==> src/rtl/mem_arbiter.sv <==
// Two-requester arbiter for the shared instruction/data memory port.
// Round-robin on ties, programmable wait states, registered ack and read data.
module mem_arbiter #(
    parameter int AW   = 32,
    parameter int DW   = 32,
    parameter int WAIT = 2
) (
    input  logic          clk,
    input  logic          reset,
    input  logic          i_req,
    input  logic [AW-1:0] i_addr,
    output logic          i_ack,
    output logic [DW-1:0] i_rdata,
    input  logic          d_req,
    input  logic          d_we,
    input  logic [3:0]    d_be,
    input  logic [AW-1:0] d_addr,
    input  logic [DW-1:0] d_wdata,
    output logic          d_ack,
    output logic [DW-1:0] d_rdata,
    output logic          m_en,
    output logic          m_we,
    output logic [3:0]    m_be,
    output logic [AW-1:0] m_addr,
    output logic [DW-1:0] m_wdata,
    input  logic [DW-1:0] m_rdata,
    output logic          busy,
    output logic          owner_d
);

    localparam logic [3:0] WAIT_CNT = 4'(WAIT);

    typedef enum logic [1:0] {
        IDLE   = 2'd0,
        ACCESS = 2'd1,
        RESP   = 2'd2
    } state_t;

    state_t     state;
    logic [3:0] cnt;
    logic       we_q;
    logic       grant_d;

    // owner_d still holds the last served requester while idle
    assign grant_d = d_req & (~i_req | ~owner_d);

    always_ff @(posedge clk) begin
        if (reset) begin
            state   <= IDLE;
            cnt     <= '0;
            we_q    <= 1'b0;
            i_ack   <= 1'b0;
            d_ack   <= 1'b0;
            i_rdata <= '0;
            d_rdata <= '0;
            m_en    <= 1'b0;
            m_we    <= 1'b0;
            m_be    <= '0;
            m_addr  <= '0;
            m_wdata <= '0;
            busy    <= 1'b0;
            owner_d <= 1'b0;
        end else begin
            i_ack <= 1'b0;
            d_ack <= 1'b0;
            m_we  <= 1'b0;
            unique case (state)
                IDLE: begin
                    if (i_req | d_req) begin
                        owner_d <= grant_d;
                        m_addr  <= grant_d ? d_addr : i_addr;
                        m_be    <= grant_d ? d_be : 4'hF;
                        m_wdata <= grant_d ? d_wdata : '0;
                        we_q    <= grant_d & d_we;
                        m_we    <= grant_d & d_we;
                        m_en    <= 1'b1;
                        busy    <= 1'b1;
                        cnt     <= WAIT_CNT;
                        state   <= ACCESS;
                    end
                end
                ACCESS: begin
                    if (cnt == 4'd0) begin
                        m_en  <= 1'b0;
                        state <= RESP;
                        if (owner_d) begin
                            d_ack <= 1'b1;
                            if (!we_q) d_rdata <= m_rdata;
                        end else begin
                            i_ack <= 1'b1;
                            if (!we_q) i_rdata <= m_rdata;
                        end
                    end else begin
                        cnt <= cnt - 4'd1;
                    end
                end
                RESP: begin
                    busy  <= 1'b0;
                    state <= IDLE;
                end
                default: state <= IDLE;
            endcase
        end
    end

endmodule
==> config.mk <==
export PLATFORM = sky130hd
export DESIGN_NAME = mem_arbiter
export DESIGN_NICKNAME = d
export VERILOG_FILES = /design/src/rtl/mem_arbiter.sv
export SDC_FILE = /design/constraint.sdc
export NUM_CORES = 1
export LEC_CHECK = 0
export CAP_MARGIN = 40
export CORE_UTILIZATION = 43
export CTS_CLUSTER_DIAMETER = 50
export CTS_CLUSTER_SIZE = 25
export DETAILED_ROUTE_END_ITERATION = 6
export PLACE_DENSITY = 0.84
export SYNTH_ARGS = -nofsm -noshare
export SYNTH_HDL_FRONTEND = slang
export SYNTH_SLANG_ARGS = --single-unit
==> constraint.sdc <==
create_clock -name clk -period 5.4 [get_ports clk]
set_input_delay 0.81 -clock clk [delete_from_list [all_inputs] [get_ports clk]]
set_output_delay 0.81 -clock clk [all_outputs]
set_load 0.005 [all_outputs]
==> results of run 1 <==
## final cells by class
class / count / area, µm²
clock buffer: 21 / 460.4
clock inverter: 11 / 136.4
fill: 905 / 3312
inverter: 4 / 15.01
multi-input combinational: 371 / 2357
sequential: 145 / 2903
tap: 168 / 210.2
timing repair buffer: 283 / 2818
## worst register-to-register path, stage by stage, from the launching register on
cell     delay [ns]
dfxtp_1        0.32
inv_1          0.11
ha_1           0.19
or3b_1         0.51
nor4_4         0.26
buf_4          0.41
mux2i_1        0.27
## routing by layer
layer	part of all wire, %	vias to the layer above
li1	-	2502
met2	50	236
met5	0	-
met1	39	2432
met4	2.2	0
met3	8.5	28
## stage by stage
stage	utilization, %	setup WS (ns)	cell area [µm²]	hold slack, ns
4_1_cts	72.88	3.000	8900	0.4606
2_1_floorplan	-	3.347	5478	0.4511
3_5_place_dp	67.99	2.656	8303	0.4526
6_report	72.88	3.041	8900	0.4546
3_3_place_gp	67.83	2.410	8283	0.4408
5_1_grt	72.88	2.910	8900	0.4800
## placed cells by master, fill, tap and decap left out, types with 3 or more instances in the layout
cell type	instances
o221a_2	4
dfxtp_1	145
a21oi_1	37
clkdlybuf4s50_1	273
nand2_1	164
clkbuf_16	17
inv_1	3
clkinv_2	6
a311oi_1	32
a22o_1	33
and2_1	3
bufinv_16	3
buf_4	8
mux2i_1	64
## where the power goes
part / internal [mW] / switching, mW
Clock: 0.746 / 0.435
Sequential: 1.17 / 0.0611
Combinational: 0.347 / 0.260
## sequential cells by signal, indices dropped and copies added, names as in the netlist
register / flops
d_rdata: 32
i_rdata: 32
m_addr: 32
m_wdata: 32
cnt: 4
m_be: 4
state: 2
busy: 1
d_ack: 1
i_ack: 1
m_en: 1
m_we: 1
owner_d: 1
we_q: 1
## cell families (layout without fill, tap and decap cells)
| family | Yosys count | count (layout) | share of synthesized area, % |
|---|---|---|---|
| buffers and inverters | 52 | 319 | 4.317 |
| DFF | 145 | 145 | 52.99 |
| muxes | 64 | 64 | 11.69 |
| and+or+nand+nor | 187 | 187 | 14.34 |
| adders and majority gates | 2 | 2 | 0.4568 |
| AOI/OAI and AO/OA | 118 | 118 | 16.19 |
## final timing paths
path	startpoint	endpoint	slack [ns]	cells after the start
worst max-delay path	d_req	m_be[0]	3.04	5
worst min-delay path	i_rdata[0]	i_rdata[0]	0.45	2
worst max register to register	cnt[0]	i_rdata[15]	3.27	6
worst min register to register	i_rdata[0]	i_rdata[0]	0.45	2
==> metrics.txt, run 1 <==
First-pass DRT Iterations=4; Slew Viols, Final=0; ys async rst share=0%; power per standard cell area=339.0 nW/µm²; Post-Syn Instances=568; Synth Register Bits=145; CP endpoint kind=register; Max-Slew Margin vs Limit=40.06%; setup TNS=0 ns; Antenna diodes=0; HPWL after DPL=12580 µm; global-route layer with the greatest usage=met2; Final Power=3.017 mW; GP Congestion=0.8281; Post-Syn Nets=707; worst skew pair latency=0.42 ns; DRT Wirelength=17190 µm; CTS Root Cell=clkbuf_16; area leader, netlist=dfxtp_1; RSZ-0062 raised after global routing=false; EDFF count, synth=0; critical path required time=5.70 ns; CTS tree=yes; met1 usage=28.62%; core area=12210 µm²; Initial Util=44.86%; worst min path class=reg2reg; Most used DFF post-synth=dfxtp_1; final hold violation count=0; # nets final=961; CTS resizes=0; DR WL/cell=17.14 µm; clock transition at the registers of the reported paths=0.06 ns; Netlist cell types=40; post-synth design cell area=5478 µm²; warnings from Yosys=0; Max clock buf depth=2; cell family with most CP delay=buffers and inverters; Row Count=40; status=completed; crit path DAT=2.66 ns; total setup buffers inserted after CTS=0; antenna violations before repair=0; number of CTS-inserted buffers=17; slowest stage delay, CP=0.53 ns; initial DRC count=345; ANT nets after route=0; Crit path buffers/inverters=2; Worst Max-Slew Pin Slew=0.8992 ns; DP Cell Count=971; DRC=0; Yosys top cell area share=52.99%; hold buffers post-CTS=0; cell with the most instances after synthesis=nand2_1; chip height=114.9 µm; Global Route Usage Sum=26.31%; Final Setup Violations=0; final period utilization=43.69%; Max IR drop VDD=0.1845 mV; input/output buffers=274; first-pass GRT wire length=26480 µm; vias in the first global route=5255; max_cap viols=0; pin count of the biggest net entering global routing=54; via count=5198; Commonest cells post-synth=nand2_1, dfxtp_1, mux2i_1; post-route insts no fill=1003; leakage=3.537 nW; startpoint class of the critical path=input port; sequential share of the synthesized area=52.99%; layout cells sized above 1=6.707%; total gr overflow=0; die area=13190 µm²; Ports=275; largest cells by area after synthesis=dfxtp_1, mux2i_1, nand2_1; grt met2 use=46.06%; die width=114.9 µm; htree depth=4; Setup CP Type=in2reg; vias per cell=5.182; critical path, cell by cell=clkdlybuf4s50_1, a21boi_2, buf_4, nand2_1, o221a_2; TritonCTS Sinks=145; met3 Usage GRT=9.541%; slowest stage cell, crit path=clkdlybuf4s50_1; synthesized area per cell=9.644 µm²; Clock Skew=0.007722 ns; f_max=0.4239 GHz; Max Fanout on Critical Path=23; Area growth, synth to finish=62.47%; fin crit period=2.359 ns
No activity file was read; power rests on OpenSTA's default activity.
==> run 2, diff against run 1 <==
--- a/config.mk
+++ b/config.mk
@@ -6,11 +6,11 @@
 export NUM_CORES = 1
 export LEC_CHECK = 0
 export CAP_MARGIN = 40
-export CORE_UTILIZATION = 43
+export CORE_UTILIZATION = 40
 export CTS_CLUSTER_DIAMETER = 50
 export CTS_CLUSTER_SIZE = 25
 export DETAILED_ROUTE_END_ITERATION = 6
-export PLACE_DENSITY = 0.84
+export PLACE_DENSITY = 0.79
 export SYNTH_ARGS = -nofsm -noshare
 export SYNTH_HDL_FRONTEND = slang
 export SYNTH_SLANG_ARGS = --single-unit
==> constraint.sdc (replaced) <==
create_clock -name clk -period 2.3 [get_ports clk]
set_input_delay 0.345 -clock clk [delete_from_list [all_inputs] [get_ports clk]]
set_output_delay 0.345 -clock clk [all_outputs]
set_load 0.005 [all_outputs]
==> metrics.txt, run 2 (synthesis gave the netlist of run 1 again) <==
Worst Max-Slew Pin Slew=0.4760 ns (-0.4232 ns); final hold violation count=0 (unchanged); Antenna diodes=0 (unchanged); fin crit period=2.100 ns; CP endpoint kind=register; Max clock buf depth=2 (unchanged); hold path depth=2 (unchanged); layout cells sized above 1=6.555% (-0.15 points); number of CTS-inserted buffers=17 (unchanged); switch share=25.31% (+0.25 points); htree depth=4 (unchanged); Seq. cell area=2903 µm² (unchanged); via count=5241 (+0.83%); core area=13300 µm² (+8.9%); DRT Wirelength=16720 µm (-2.7%); CTS resizes=0 (unchanged); slowest stage delay, CP=0.65 ns (+0.12 ns); leakage=3.537 nW (about the same); slowest stage cell, crit path=or4_4; Max-Slew Margin vs Limit=68.27% (+28 points); max_cap viols=0 (unchanged); die area=14170 µm² (+7.4%); Row Count=42 (+5.0%); R2R Path Start=cnt[0]; most common cell after layout, fill and taps aside=clkdlybuf4s50_1; post-route insts no fill=1015 (+1.2%); vias in the first global route=5168 (-1.7%); setup TNS=0 ns (unchanged); power per standard cell area=766.3 nW/µm² (+130%); total setup buffers inserted after CTS=0 (unchanged); Initial Util=41.20% (-3.7 points); cell family with most CP delay=simple AND/OR/NAND/NOR gates; Max IR drop VDD=0.5074 mV (+180%); critical path required time=2.63 ns (-3.07 ns); GP Congestion=0.8556 (+3.3%); share of power burned in registers=42.2% (+1.4 points); Slew Viols, Final=0 (unchanged); Final Setup Violations=0 (unchanged); hold path endpoint=i_rdata[15]; clock transition at the registers of the reported paths=0.06 ns (about the same); f_max=0.4761 GHz; total gr overflow=0 (unchanged); DP Cell Count=984 (+1.3%); NetSw=1.731 mW (+130%); First-pass DRT Iterations=4 (unchanged); critical path, cell by cell=inv_1, ha_1, or3b_1, or4_4, mux2i_1; input/output buffers=274 (unchanged); TritonCTS Sinks=145 (unchanged); vias per cell=5.164 (-0.36%); Gate power share=21.2% (+1.1 points); Fillers=988 (+9.2%); DRC=0 (unchanged); startpoint class of the critical path=register; antenna violations before repair=0 (unchanged); clock power share=36.7% (-2.4 points); Crit path buffers/inverters=1 (-1); first-pass GRT wire length=25810 µm (-2.6%); Max Fanout on Critical Path=9 (-61%); # nets final=966 (+0.52%); Clock Skew=0.01150 ns (+0.003777 ns); RSZ-0062 raised after global routing=false; Setup CP Type=reg2reg; cell-internal power=5.109 mW (+130%); Hold Path Origin=i_rdata[15]; chip height=119.0 µm (+3.6%); CTS tree=yes; Ports=275 (unchanged); commonest non-fill, non-tap cells in the layout=clkdlybuf4s50_1, nand2_1, dfxtp_1; die width=119.0 µm (+3.6%); CTS Root Cell=clkbuf_16; HPWL after DPL=12220 µm (-2.9%); Area growth, synth to finish=62.95%; Global Route Usage Sum=23.27% (-3.0 points); hold buffers post-CTS=0 (unchanged); ANT nets after route=0 (unchanged); pin count of the biggest net entering global routing=59 (+9.3%); Reg2Reg Setup Slack=0.20 ns (-3.07 ns); crit path DAT=2.43 ns (-0.23 ns); worst min path class=reg2reg; DR WL/cell=16.47 µm (-3.9%); final period utilization=91.32%; status=completed; area occupied by multi-input gates=2357 µm² (unchanged); worst skew pair latency=0.42 ns (about the same); reg2reg end=i_rdata[3]; initial DRC count=283 (-18%); reg2reg path depth=5 (-1)
[run 2: cell count changes in the layout (fill, tap and decap cells not counted)]
cell / previous run / this run
clkbuf_2: 1 / 0
clkinv_2: 6 / 4
clkinv_4: 1 / 0
clkdlybuf4s50_1: 273 / 274
bufinv_16: 3 / 1
buf_12: 1 / 4
clkbuf_1: 2 / 6
buf_4: 8 / 10
[run 2: how the worst max path moves through the flow]
stage	start	end	slack, ns	cells after the start
6_report	cnt[0]	i_rdata[3]	0.20	5
5_1_grt	cnt[0]	i_rdata[3]	0.13	5
4_1_cts	cnt[0]	i_rdata[3]	0.21	5
3_5_place_dp	cnt[0]	i_rdata[3]	0.23	5
3_3_place_gp	cnt[0]	i_rdata[3]	0.34	5
2_1_floorplan	cnt[0]	i_rdata[0]	0.42	7
[run 2: cell type report]
cell class                 count  area share [%]
sequential                   145           32.52
timing repair buffer         288           32.46
multi-input combinational    371           26.41
clock buffer                  25           5.327
tap                          176           2.467
clock inverter                 6          0.6448
inverter                       4          0.1682
[run 2: metal layers]
layer / routed length [µm] / GRT usage [%]
met5: 0 / 0
met4: 427 / 10.76
met3: 1308 / 6.322
met2: 8175 / 39.79
met1: 6810 / 26.90
[run 2: power by group through the flow]
stage	registers (mW)	logic [mW]	clock network, mW
floorplan	2.93	0.609	0
global route	2.91	1.55	2.65
detailed placement	2.93	1.45	0
global placement	2.92	1.40	0
CTS	2.88	1.45	2.55
finish	2.88	1.45	2.51
[run 2: through the flow]
stage               util (%)  setup slack (ns)  total power, mW  area [µm²]  hold WS (ns)
global route           67.14            0.1253            7.105        8926        0.4742
CTS                    67.14            0.2076            6.889        8926        0.4586
finish                 67.14            0.1996            6.840        8926        0.4566
global placement       63.13            0.3426            4.328        8393        0.4417
detailed placement     63.13            0.2268            4.375        8393        0.4472
floorplan                  -            0.4215            3.534        5478        0.4511
[run 2: worst min-delay path: stages, from the launching register on]
cell and delay (ns):
dfxtp_1 0.30, nand2_1 0.05, mux2i_1 0.05
